File: src/rtl/fifo_uart_tx_drain_pkg.sv
// fifo_uart_pkg: FSM encoding and default sizing shared by the FIFO UART drain.
package fifo_uart_pkg;
  localparam int DEF_DATA_W = 8;
  localparam int DEF_CLKS_PER_BIT = 16;
  typedef enum logic [2:0] {
    IDLE   = 3'd0,
    FETCH  = 3'd1,
    LOAD   = 3'd2,
    START  = 3'd3,
    DATA   = 3'd4,
    PARITY = 3'd5,
    STOP   = 3'd6
  } state_e;
endpackage

File: src/rtl/fifo_uart_tx_drain_baud_tick_gen.sv
// baud_tick_gen: bit-period counter with clear; tick_o pulses for one cycle at CLKS_PER_BIT-1.
module baud_tick_gen #(
  parameter int CLKS_PER_BIT = 16,
  parameter int CNT_W = 16
) (
  input  logic clk,
  input  logic rst,
  input  logic clr_i,
  output logic tick_o
);
  logic [CNT_W-1:0] cnt_q, cnt_d;
  assign tick_o = cnt_q == CNT_W'(CLKS_PER_BIT - 1);
  always_comb cnt_d = (clr_i || tick_o) ? '0 : cnt_q + CNT_W'(1);
  always_ff @(posedge clk or posedge rst) begin
    if (rst) cnt_q <= '0;
    else cnt_q <= cnt_d;
  end
endmodule

File: src/rtl/fifo_uart_tx_drain.sv
// fifo_uart_tx_drain: pops bytes from a sync FIFO and sends them as 8N1 UART frames.
// Define FIFO_UART_TX_PARITY_EN to insert an even-parity bit between data and stop.
module fifo_uart_tx_drain
  import fifo_uart_pkg::*;
#(
  parameter int DATA_W = DEF_DATA_W,
  parameter int CLKS_PER_BIT = DEF_CLKS_PER_BIT,
  parameter int CNT_W = 16
) (
  input  logic              clk,
  input  logic              rst,
  input  logic [DATA_W-1:0] fifo_dout,
  input  logic              fifo_empty,
  output logic              fifo_re,
  output logic              tx,
  output logic              busy
);
  localparam int BIT_W = $clog2(DATA_W + 1);
  state_e state_q, state_d;
  logic [DATA_W-1:0] shift_q, shift_d;
  logic [BIT_W-1:0] bit_q, bit_d;
  logic tx_q, tx_d, re_q, re_d, busy_q, busy_d;
  logic tick, last_tx;
`ifdef FIFO_UART_TX_PARITY_EN
  localparam state_e AFTER_DATA = PARITY;
  logic par_q, par_d;
  assign last_tx = par_q;
  always_comb par_d = state_q == LOAD ? ^fifo_dout : par_q;
  always_ff @(posedge clk or posedge rst) begin
    if (rst) par_q <= 1'b0;
    else par_q <= par_d;
  end
`else
  localparam state_e AFTER_DATA = STOP;
  assign last_tx = 1'b1;
`endif
  // Period counter is held clear until the start bit so START spans exactly one bit.
  baud_tick_gen #(.CLKS_PER_BIT(CLKS_PER_BIT), .CNT_W(CNT_W)) u_tick (
    .clk(clk),
    .rst(rst),
    .clr_i(state_q inside {IDLE, FETCH, LOAD}),
    .tick_o(tick)
  );
  always_comb begin
    state_d = state_q;
    shift_d = shift_q;
    bit_d = bit_q;
    tx_d = tx_q;
    re_d = 1'b0;
    busy_d = busy_q;
    case (state_q)
      IDLE: if (!fifo_empty) begin
        re_d = 1'b1;
        busy_d = 1'b1;
        state_d = FETCH;
      end
      FETCH: state_d = LOAD;
      LOAD: begin
        shift_d = fifo_dout;
        tx_d = 1'b0;
        bit_d = '0;
        state_d = START;
      end
      START: if (tick) begin
        tx_d = shift_q[0];
        state_d = DATA;
      end
      DATA: if (tick) begin
        shift_d = shift_q >> 1;
        bit_d = bit_q + BIT_W'(1);
        tx_d = bit_q == BIT_W'(DATA_W - 1) ? last_tx : shift_q[1];
        state_d = bit_q == BIT_W'(DATA_W - 1) ? AFTER_DATA : DATA;
      end
`ifdef FIFO_UART_TX_PARITY_EN
      PARITY: if (tick) begin
        tx_d = 1'b1;
        state_d = STOP;
      end
`endif
      STOP: if (tick) begin
        re_d = !fifo_empty;
        busy_d = !fifo_empty;
        state_d = fifo_empty ? IDLE : FETCH;
      end
      default: state_d = IDLE;
    endcase
  end
  always_ff @(posedge clk or posedge rst) begin
    if (rst) begin
      state_q <= IDLE;
      shift_q <= '0;
      bit_q <= '0;
      tx_q <= 1'b1;
      re_q <= 1'b0;
      busy_q <= 1'b0;
    end else begin
      state_q <= state_d;
      shift_q <= shift_d;
      bit_q <= bit_d;
      tx_q <= tx_d;
      re_q <= re_d;
      busy_q <= busy_d;
    end
  end
  assign fifo_re = re_q;
  assign tx = tx_q;
  assign busy = busy_q;
endmodule

File: config.mk
export PLATFORM = sky130hd
export DESIGN_NAME = fifo_uart_tx_drain
export DESIGN_NICKNAME = d
export VERILOG_FILES = /design/src/rtl/fifo_uart_tx_drain_pkg.sv /design/src/rtl/fifo_uart_tx_drain_baud_tick_gen.sv /design/src/rtl/fifo_uart_tx_drain.sv
export SDC_FILE = /design/constraint.sdc
export NUM_CORES = 1
export LEC_CHECK = 0
export BUFFER_PORTS_ARGS = -buffer_cell sky130_fd_sc_hd__buf_2
export CORE_ASPECT_RATIO = 1.5
export CORE_MARGIN = 2
export CORE_UTILIZATION = 55
export DETAILED_ROUTE_END_ITERATION = 7
export HOLD_SLACK_MARGIN = 0.12
export PLACE_DENSITY_LB_ADDON = 0.25
export SLEW_MARGIN = 20
export SYNTH_ARGS = -nofsm -noshare
export SYNTH_HDL_FRONTEND = slang
export SYNTH_SLANG_ARGS = --single-unit
File: constraint.sdc
create_clock -name clk -period 2 [get_ports clk]
set_input_delay 0.2 -clock clk [delete_from_list [all_inputs] [get_ports clk]]
set_output_delay 0.2 -clock clk [all_outputs]
set_load 0.005 [all_outputs]
Word-level counts from Yosys, hierarchy flattened
Index checks and enable logic that the tools add are counted.
{"block": "classes", "shifts": 0, "add_sub_neg": 2, "div_mod_pow": 0, "n_eq_ne": 11, "magnitude_cmp": 0, "mul": 0, "reduce_logical": 11, "n_bitwise": 0, "mux": 22}
{"op": "3-bit one-hot mux with 6 select lines", "count": 1}
{"op": "16-bit by 1-bit adder with 16-bit output, second input constant", "count": 1}
{"op": "16-bit by 4-bit equality test with 1-bit output, second input constant", "count": 1}
{"op": "16-bit 2-to-1 mux", "count": 1}
{"op": "8-bit one-hot mux with 2 select lines", "count": 1}
{"op": "3-bit 2-to-1 mux", "count": 4}
{"op": "1-bit 2-to-1 mux", "count": 8}
{"op": "8-bit 2-to-1 mux", "count": 1}
{"op": "4-bit one-hot mux with 2 select lines", "count": 1}
{"op": "3-bit by 2-bit equality test with 1-bit output, second input constant", "count": 2}
{"op": "3-bit equality test, second input constant", "count": 2}
{"op": "2-bit by 1-bit inequality test with 1-bit output, second input constant", "count": 3}
{"op": "3-bit AND reduction", "count": 2}
{"op": "3-bit nonzero test", "count": 2}
{"op": "4-bit by 1-bit adder with 4-bit output, second input constant", "count": 1}
{"op": "4-bit by 3-bit equality test with 1-bit output, second input constant", "count": 1}
{"op": "4-bit 2-to-1 mux", "count": 1}
{"op": "1-bit one-hot mux with 2 select lines", "count": 2}
{"op": "4-bit AND reduction", "count": 1}
{"op": "2-bit nonzero test", "count": 2}
{"op": "3-bit by 1-bit equality test with 1-bit output, second input constant", "count": 1}
{"op": "3-bit zero test", "count": 1}
{"op": "1-bit one-hot mux with 3 select lines", "count": 1}
{"op": "2-bit 2-to-1 mux", "count": 1}
{"op": "4 further kinds", "count": 4}
{"block": "totals", "memories": 0, "latchBits": 0, "word_cells": 53, "mem_bits_rw": 0, "ff_bits": 34, "romBits": 0, "out_inout_bits": 3, "inputBits": 11}

Longest topological paths before layout
Gate-level depths: netlist (run 1).
{"block": "depth", "ltp_word": 4, "ltp_mapped": 6, "ltp_nobuf": 5}

Modules after synthesis
Synthesis (run 1) repeated with hierarchy kept, for this count alone.
{"block": "hier_totals", "hier_cells": 181, "hier_area_um2": 1751.7}
{"module": "fifo_uart_tx_drain", "area_per_inst_um2": 960.9, "instances": 1, "cells_each": 100}
{"module": "baud_tick_gen", "area_per_inst_um2": 790.8, "instances": 1, "cells_each": 81}

Least setup slack after synthesis (run 1)
Ideal clock, no wire load.
{"block": "synth_path", "path_type": "reg-to-reg", "from": "register u_tick.cnt_q[0]", "to": "register shift_q[4]", "t_arrival_ps": 1691, "path_stages_with_launch": 7, "period_less_slack_ps": 1816, "required_ps": 1875, "n_path_buf": 1, "setup_slack_ps": 184, "path_cell_list": "dfrtp_1 > ha_1 > and3_1 > nand4_1 > o21ai_2 > buf_6 > mux2_2"}
{"block": "synth_between", "elab_chain_len": 3}
{"item": "start: declaration", "line": "fifo_uart_tx_drain_baud_tick_gen.sv:11", "source": "logic [CNT_W-1:0] cnt_q, cnt_d;"}
{"item": "start signal: assignment", "line": "fifo_uart_tx_drain_baud_tick_gen.sv:16", "source": "else cnt_q <= cnt_d;"}
{"item": "16-bit by 4-bit equality test with 1-bit output", "line": "fifo_uart_tx_drain_baud_tick_gen.sv:12", "source": "assign tick_o = cnt_q == CNT_W'(CLKS_PER_BIT - 1);"}
{"item": "2-bit by 1-bit inequality test with 1-bit output (no line)"}
{"item": "2-bit AND reduction (no line)"}
{"item": "end signal: assignment", "line": "fifo_uart_tx_drain.sv:98", "source": "shift_q <= shift_d;"}
{"item": "end: declaration", "line": "fifo_uart_tx_drain.sv:20", "source": "logic [DATA_W-1:0] shift_q, shift_d;"}
Every way passes these cells.
A chain may end at the register's enable or synchronous reset.

Worst setup path after layout (run 1)
{"block": "layout_path", "from": "register u_tick.cnt_q[5]", "to": "register shift_q[4]"}
Same word-level chain as after synthesis.

==> metrics.md, run 1 <==
| Metric | Value |
|---|---|
| Status | completed |
| Share of cells above drive strength 1 | 0.234 |
| Worst-case clock buffer depth | 2 |
| Routed vias | between 1000 and 1500 |
| Root Driver | clkbuf_8 |
| R2R Path End | shift_q[4] |
| RSZ-0062 raised after global routing | false |
| Area Growth Syn to Fin | 16.1% |
| Internal | 1.07 mW |
| Setup tns final | 0 ns |
| Ys flop type | dfrtp_1 |
| Fin. Hold Viols | 0 |
| EDFF count, synth | 0 |
| Synth Instances | 181 |
| DP HPWL | between 2000 and 3000 microns |
| Met2 Usage GRT | 0.443 |
| CP max stage cell | dfrtp_1 |
| Num rows | 25 |
| Net Sw Power | 0.280 mW |
| Post-route DRC violation count | 0 |
| I/O Buffers | 13 |
| Total Routing Usage GR | 0.244 |
| Die H | 73.8 microns |
| Final Power | 1.35 mW |
| Switching power share of the total | 0.208 |
| First-pass GRT wire length | 6610 microns |
| Maximum VDD drop | between 600 and 700 uV |
| Global route hottest layer | met2 |
| Synth Register Bits | 34 |
| Critical path endpoint category | register |
| DP Worst Slack | 0.0913 ns |
| CTS tree | built |
| Type of the most critical hold path | primary input to register |
| Worst Hold Depth | 2 |
| Startpoint Class | register |
| Commonest non-fill, non-tap cell in the layout | dfrtp_1 |
| Worst Tran Pin Value | 0.651 ns |
| Period utilization | 0.917 |
| Largest net degree at the start of global routing | 17 |
| Total wire length | 3850 microns |
| Core area | 3130 sq um |
| Synthesized area per cell | 9.86 sq um |
| Slew headroom | 0.566 |
| Worst-Skew Late Latency | 0.29 ns |
| Die width | 50.5 microns |
| Peak per-stage delay on the critical path | 0.46 ns |
| Critical R2R Launch | u_tick.cnt_q[5] |
| Starting density of the core | 0.571 |
| Global route total overflow | 0 |
| Worst Min Path Start | fifo_empty |
| Sequential element share of the synthesized area | 0.477 |
| Initial antenna violation count | 0 |
| Max-cap violation count | 0 |
| Commonest cells after routing, fill and taps aside | dfrtp_1, nor2_1, nand2_1, buf_2 |
| Worst Skew | 0.00992 ns |
| Number of global-route vias before repair | 1479 |
| Num ports | 14 |
| Slew Viols, Final | 0 |
| End of the worst hold path | fifo_re |
| Clock Power Share | 0.444 |
| Clock-pin slew on the worst setup and hold paths | 0.07 ns |
| Nets | 217 |
| Final number of setup-violating endpoints | 0 |
| Initial DRC Count | 46 |
| Leakage | 0.874 nW |
| Reg2reg setup slack | roughly 0.17 ns |
| Synth Net Count | 194 |
| Met3 Use GR | 0.0528 |
| DR vias/cell | approximately 5.8 |
| Die area | 3730 sq um |
| Worst R2R Path Depth | 4 |
| Diodes inserted | 0 |
| WP data required | 2.17 ns |
| Synth cell types | 39 |
| YS warnings | 0 |
| Register share of total power | 0.521 |
| Max Freq | 545 MHz |
| Setup CP Type | register to register |
| CTS Sinks | 34 |
| GPL Wtd Cong | 0.796 |
| # H-tree levels | 2 |
| Cts bufs inserted | 5 |
| Post-route setup slack | 0.166 ns |
| Logic pwr share | 0.035 |
| Crit path buffers/inverters | 0 |
| Async SR Flop Fraction | 1.00 |
| Critical path arrival | approximately 2.0 ns |
| Mapped Area | 1790 sq um |
| Wire length per cell | 15.7 microns |
| P per Cell Area | 650 nW/um^2 |
| Post-route cell area | 2070 sq um |
| Drt first pass iters | 4 |
| Placed Area | 1920 sq um |
| Crit-path cells | nor4_4 > nand4_1 > o21ai_4 > mux2_2 |
| Post-route ant nets | 0 |
| CP Max Fanout | 7 |
| Fin crit period | between 1.5 and 2 ns |
| Met1 usage | 0.258 |
| Family with the most delay on the worst path | simple AND/OR/NAND/NOR gates |
[final cells by class]
type	instances	area [sq um]
fill	261	1050
timing repair buffer	23	143
tap	40	50.0
sequential	34	852
clock buffer	8	110
inverter	12	45.0
multi-input combinational	128	873
[power by group through the flow]
stage,registers (mW),clock network (mW),logic [mW]
after floorplan,0.713,0,0.0244
after global placement,0.714,0,0.0437
after detailed placement,0.714,0,0.0465
after CTS,0.702,0.605,0.0484
after global routing,0.702,0.628,0.0532
final,0.702,0.598,0.0474
[through the flow]
| step | util | hold slack (ns) | cells |
|---|---|---|---|
| 2_1_floorplan | - | 0.267 | 181 |
| 3_3_place_gp | 0.613 | 0.293 | 236 |
| 3_5_place_dp | 0.613 | 0.310 | 236 |
| 4_1_cts | 0.651 | 0.125 | 245 |
| 5_1_grt | 0.663 | 0.145 | 245 |
| 6_report | 0.663 | 0.128 | 245 |
[synth_stat cells (3+ instances only)]
| cell | instances | share of area |
|---|---|---|
| mux2_2 | 5 | 0.032 |
| mux2_4 | 4 | 0.034 |
| nor4_1 | 7 | 0.025 |
| buf_6 | 3 | 0.019 |
| nand4_1 | 4 | 0.014 |
| dfrtp_1 | 33 | 0.46 |
| nor2_1 | 22 | 0.046 |
| inv_1 | 12 | 0.025 |
| xnor2_1 | 12 | 0.059 |
| nand2_1 | 13 | 0.027 |
| o211ai_1 | 3 | 0.013 |
| nand3_1 | 9 | 0.025 |
| a21oi_1 | 3 | 0.0084 |
| mux2i_1 | 3 | 0.017 |
| o21ai_0 | 8 | 0.022 |
| nor3_1 | 5 | 0.014 |
[per-layer routing]
| layer | part of all wire | up-vias |
|---|---|---|
| li1 | - | 680 |
| met1 | 0.37 | 694 |
| met2 | 0.56 | 37 |
| met3 | 0.038 | 11 |
| met4 | 0.033 | 0 |
| met5 | 0 | - |
[state kept, by name, indices dropped and copies added (netlist names)]
name / flops
shift_q: 8
state_q: 3
busy: 1
fifo_re: 1
tx: 1
u_tick.cnt_q: 16
bit_q: 4
[worst max-delay path by stage]
stage / from / endpoint / slack, ns / cells past startpoint
floorplan: u_tick.cnt_q[0] / shift_q[4] / 0.18 / 6
global placement: u_tick.cnt_q[8] / shift_q[5] / 0.16 / 4
detailed placement: u_tick.cnt_q[0] / shift_q[4] / 0.09 / 5
CTS: u_tick.cnt_q[5] / shift_q[4] / 0.07 / 4
global route: u_tick.cnt_q[0] / bit_q[2] / 0.03 / 6
finish: u_tick.cnt_q[5] / shift_q[4] / 0.17 / 4
[what timing repair did]
action,in CTS,in global routing
resized for setup,0,6
setup endpoints to repair,0,10
endpoints found under the hold margin,13,0
hold buffers,1,0
buffers inserted,0,0
[kinds of logic (layout without fill, tap and decap cells)]
group           after synthesis  in the layout  share of synthesized area
compound gates               29             29                      0.109
flops                        34             34                      0.477
xor+xnor                     14             14                     0.0687
mux                          12             12                     0.0820
buf+inv                      19             43                     0.0540
fa+ha+maj                     2              2                     0.0140
simple gates                 71             71                      0.196
Power figures use the tool's default switching activity.
==> inputs of run 2 (changes only) <==
- ABC_AREA: not set -> 1
- PLACE_DENSITY: not set -> 0.83
- PLACE_DENSITY_LB_ADDON: 0.25 -> not set
- RECOVER_POWER: not set -> 50
==> metrics.md, run 2 <==
| Metric | Value |
|---|---|
| Async SR Flop Fraction | 1.00 (unchanged) |
| Startpoint Class | register |
| RSZ-0062 raised after global routing | false |
| Post-route setup slack | 0.342 ns (+0.176 ns) |
| DR vias/cell | 5.29 (-8.8%) |
| Starting density of the core | 0.566 (-0.00497) |
| Worst Setup EP | shift_q[1] |
| Met2 Usage GRT | 0.384 (-0.0594) |
| Synthesized area per cell | 7.85 sq um (-20%) |
| # hold bufs at CTS | 1 (unchanged) |
| Post-synth top area share | 0.431 (-0.0311) |
| Core area | 3380 sq um (+8.2%) |
| Worst Skew | 0.00522 ns (-0.00469 ns) |
| Max Freq | 603 MHz (+11%) |
| Maximum VDD drop | 568 uV (-10%) |
| Met3 Use GR | 0.0490 (-0.00383) |
| Total wire length | 3670 microns (-4.8%) |
| WP data required | 2.17 ns (about the same) |
| Worst R2R Path Depth | 9 (+5) |
| Die area | 3980 sq um (+6.7%) |
| DP HPWL | 2720 microns (-2.5%) |
| Mapped Area | 1910 sq um (+7.2%) |
| GPL Wtd Cong | 0.813 (+2.1%) |
| Worst Tran Pin Value | 0.844 ns (+0.194 ns) |
| Worst-case clock buffer depth | 2 (unchanged) |
| Worst-Skew Late Latency | 0.28 ns (about the same) |
| Drt first pass iters | 4 (unchanged) |
| Sequential element share of the synthesized area | 0.445 (-0.0321) |
| Crit-path cells | ha_1 > nand3_2 > nor2_4 > nand2_4 > nor2_4 > inv_2 > nand2_4 > nand2_1 > nand2_1 |
| Synth area leaders | dfrtp_1, nand2_1, nor2_1 |
| Root Driver | clkbuf_8 |
| Cts bufs inserted | 5 (unchanged) |
| Num rows | 26 (+4.0%) |
| R2R Path End | shift_q[1] |
| Cell taking the most area after synthesis | dfrtp_1 |
| Initial antenna violation count | 0 (unchanged) |
| DP Worst Slack | 0.352 ns (+0.261 ns) |
| Setup Buffers After CTS | 0 (unchanged) |
| First-pass GRT wire length | 6560 microns (-0.83%) |
| Slew headroom | 0.437 (-0.129) |
| Fin. Hold Viols | 0 (unchanged) |
| Count leader, synth | nand2_1 |
| Synth Net Count | 257 (+32%) |
| Num ports | 14 (unchanged) |
| Post-route DRC violation count | 0 (unchanged) |
| EDFF count, synth | 0 (unchanged) |
| Share of cells above drive strength 1 | 0.175 (-0.0592) |
| Global route total overflow | 0 (unchanged) |
| Number of global-route vias before repair | 1528 (+3.3%) |
| Synth Register Bits | 34 (unchanged) |
| Slew Viols, Final | 0 (unchanged) |
| CTS resizes | 0 (unchanged) |
| Largest register by flop count | u_tick.cnt_q |
| Flip-flop count of the largest register after layout | 16 (unchanged) |
| Clock-pin slew on the worst setup and hold paths | 0.06 ns (about the same) |
| Routed vias | 1614 (+14%) |
| Commonest cells after routing, fill and taps aside | nand2_1, nor2_1, dfrtp_1, inv_1 |
| Biggest registers after layout | u_tick.cnt_q: 16 flops, shift_q: 8 flops, bit_q: 4 flops |
| YS warnings | 0 (unchanged) |
| Synth Instances | 244 (+35%) |
| Diodes inserted | 0 (unchanged) |
| Type of the most critical hold path | primary input to register |
| Critical path endpoint category | register |
| Nets | 275 (+27%) |
| Die H | 76.3 microns (+3.4%) |
| P per Cell Area | 598 nW/um^2 (-8.0%) |
| Period utilization | 0.829 (-0.0881) |
| Fin util | 0.619 (-0.0433) |
| Critical R2R Launch | u_tick.cnt_q[0] |
| Synth top cells by count | nand2_1, dfrtp_1, nor2_1 |
| Peak per-stage delay on the critical path | 0.39 ns (-0.07 ns) |
| Ys flop type | dfrtp_1 |
| Final Power | 1.25 mW (-7.0%) |
| Max-cap violation count | 0 (unchanged) |
| CTS Sinks | 34 (unchanged) |
| CP Max Fanout | 13 (+6) |
| Initial DRC Count | 37 (-20%) |
| Global route hottest layer | met2 |
| Commonest non-fill, non-tap cell in the layout | nand2_1 |
| Final number of setup-violating endpoints | 0 (unchanged) |
| Fin crit period | 1.66 ns (-0.176 ns) |
| Reg2reg setup slack | 0.34 ns (+0.18 ns) |
| Status | completed |
| CTS tree | built |
| Post-route ant nets | 0 (unchanged) |
| Wire length per cell | 12.0 microns (-24%) |
| Area Growth Syn to Fin | 9.48% |
| Die width | 52.2 microns (+3.3%) |
| # H-tree levels | 2 (unchanged) |
| CP max stage cell | dfrtp_1 |
| Total Routing Usage GR | 0.217 (-0.0271) |
| Leakage | 1.02 nW (+17%) |
| Largest net degree at the start of global routing | 35 (+18) |
| I/O Buffers | 13 (unchanged) |
| Setup CP Type | register to register |
| Synth cell types | 30 (-23%) |
| CP startpoint | u_tick.cnt_q[0] |
| Met1 usage | 0.232 (-0.0256) |
| Setup tns final | 0 ns (unchanged) |
| Critical path arrival | 1.83 ns (-0.18 ns) |
==> run 2: cell types whose count changed in the layout (fill, tap and decap cells not counted), sizes merged, moves of 3 or more <==
cell   change
nand2     +73
nor2      +17
nand3     +15
xnor2     -11
buf        -9
mux2       -9
inv        +8
nor4       -7
nor3b      +5
o21ai      -5
mux2i      -3
==> run 2: power breakdown <==
group,switching [mW],total (mW),internal (mW)
combinational,0.0234,0.0389,0.0155
sequential,0.00525,0.702,0.697
clock,0.232,0.512,0.280
==> run 2: stage by stage <==
step	std cells	instance area [sq um]	hold WS, ns
after floorplan	244	1910	0.317
after global placement	296	2000	0.314
after detailed placement	296	2000	0.313
after CTS	305	2100	0.152
after global routing	305	2100	0.177
final	305	2100	0.158
==> run 2: kinds of logic (layout without fill, tap and decap cells) <==
logic type               Yosys count  in the layout  synth area share
AND/OR/NAND/NOR                  169            169             0.427
flip-flops                        34             34             0.445
buffers and inverters             24             43            0.0621
AO/OA/AOI/OAI                     11             11            0.0340
XOR/XNOR                           4              4            0.0183
adder cells (fa/ha/maj)            2              2            0.0131
==> run 2: area by class of cell <==
cell class                      count  area [sq um]
Inverter                           20          77.6
Multi-Input combinational cell    186           943
Clock buffer                        8          90.1
Fill cell                         315          1290
Sequential cell                    34           852
Timing Repair Buffer               15          80.1
Tap cell                           42          52.6
==> run 2: worst max-delay path: cells and delay by family, from the launching register on <==
kind | cells | cell delay [ns]
adders and majority gates | 1 | 0.24
buffers and inverters | 1 | 0.27
DFF | 1 | 0.39
and+or+nand+nor | 7 | 0.64
==> run 2: metal layers <==
metal / routed length [microns] / share of wire / vias to the layer above
met2: 2040 / 0.56 / 30
li1: - / - / 820
met5: 0 / 0 / -
met1: 1400 / 0.38 / 754
met3: 106 / 0.029 / 10
met4: 110 / 0.030 / 0
==> run 2: worst min-delay path by stage <==
stage	startpoint	end	slack (ns)	cells past startpoint
6_report	fifo_dout[7]	shift_q[7]	0.16	3
5_1_grt	fifo_dout[7]	shift_q[7]	0.18	3
4_1_cts	fifo_dout[7]	shift_q[7]	0.15	3
3_5_place_dp	rst	u_tick.cnt_q[3]	0.31	3
3_3_place_gp	rst	u_tick.cnt_q[3]	0.31	3
2_1_floorplan	fifo_dout[7]	shift_q[7]	0.32	2
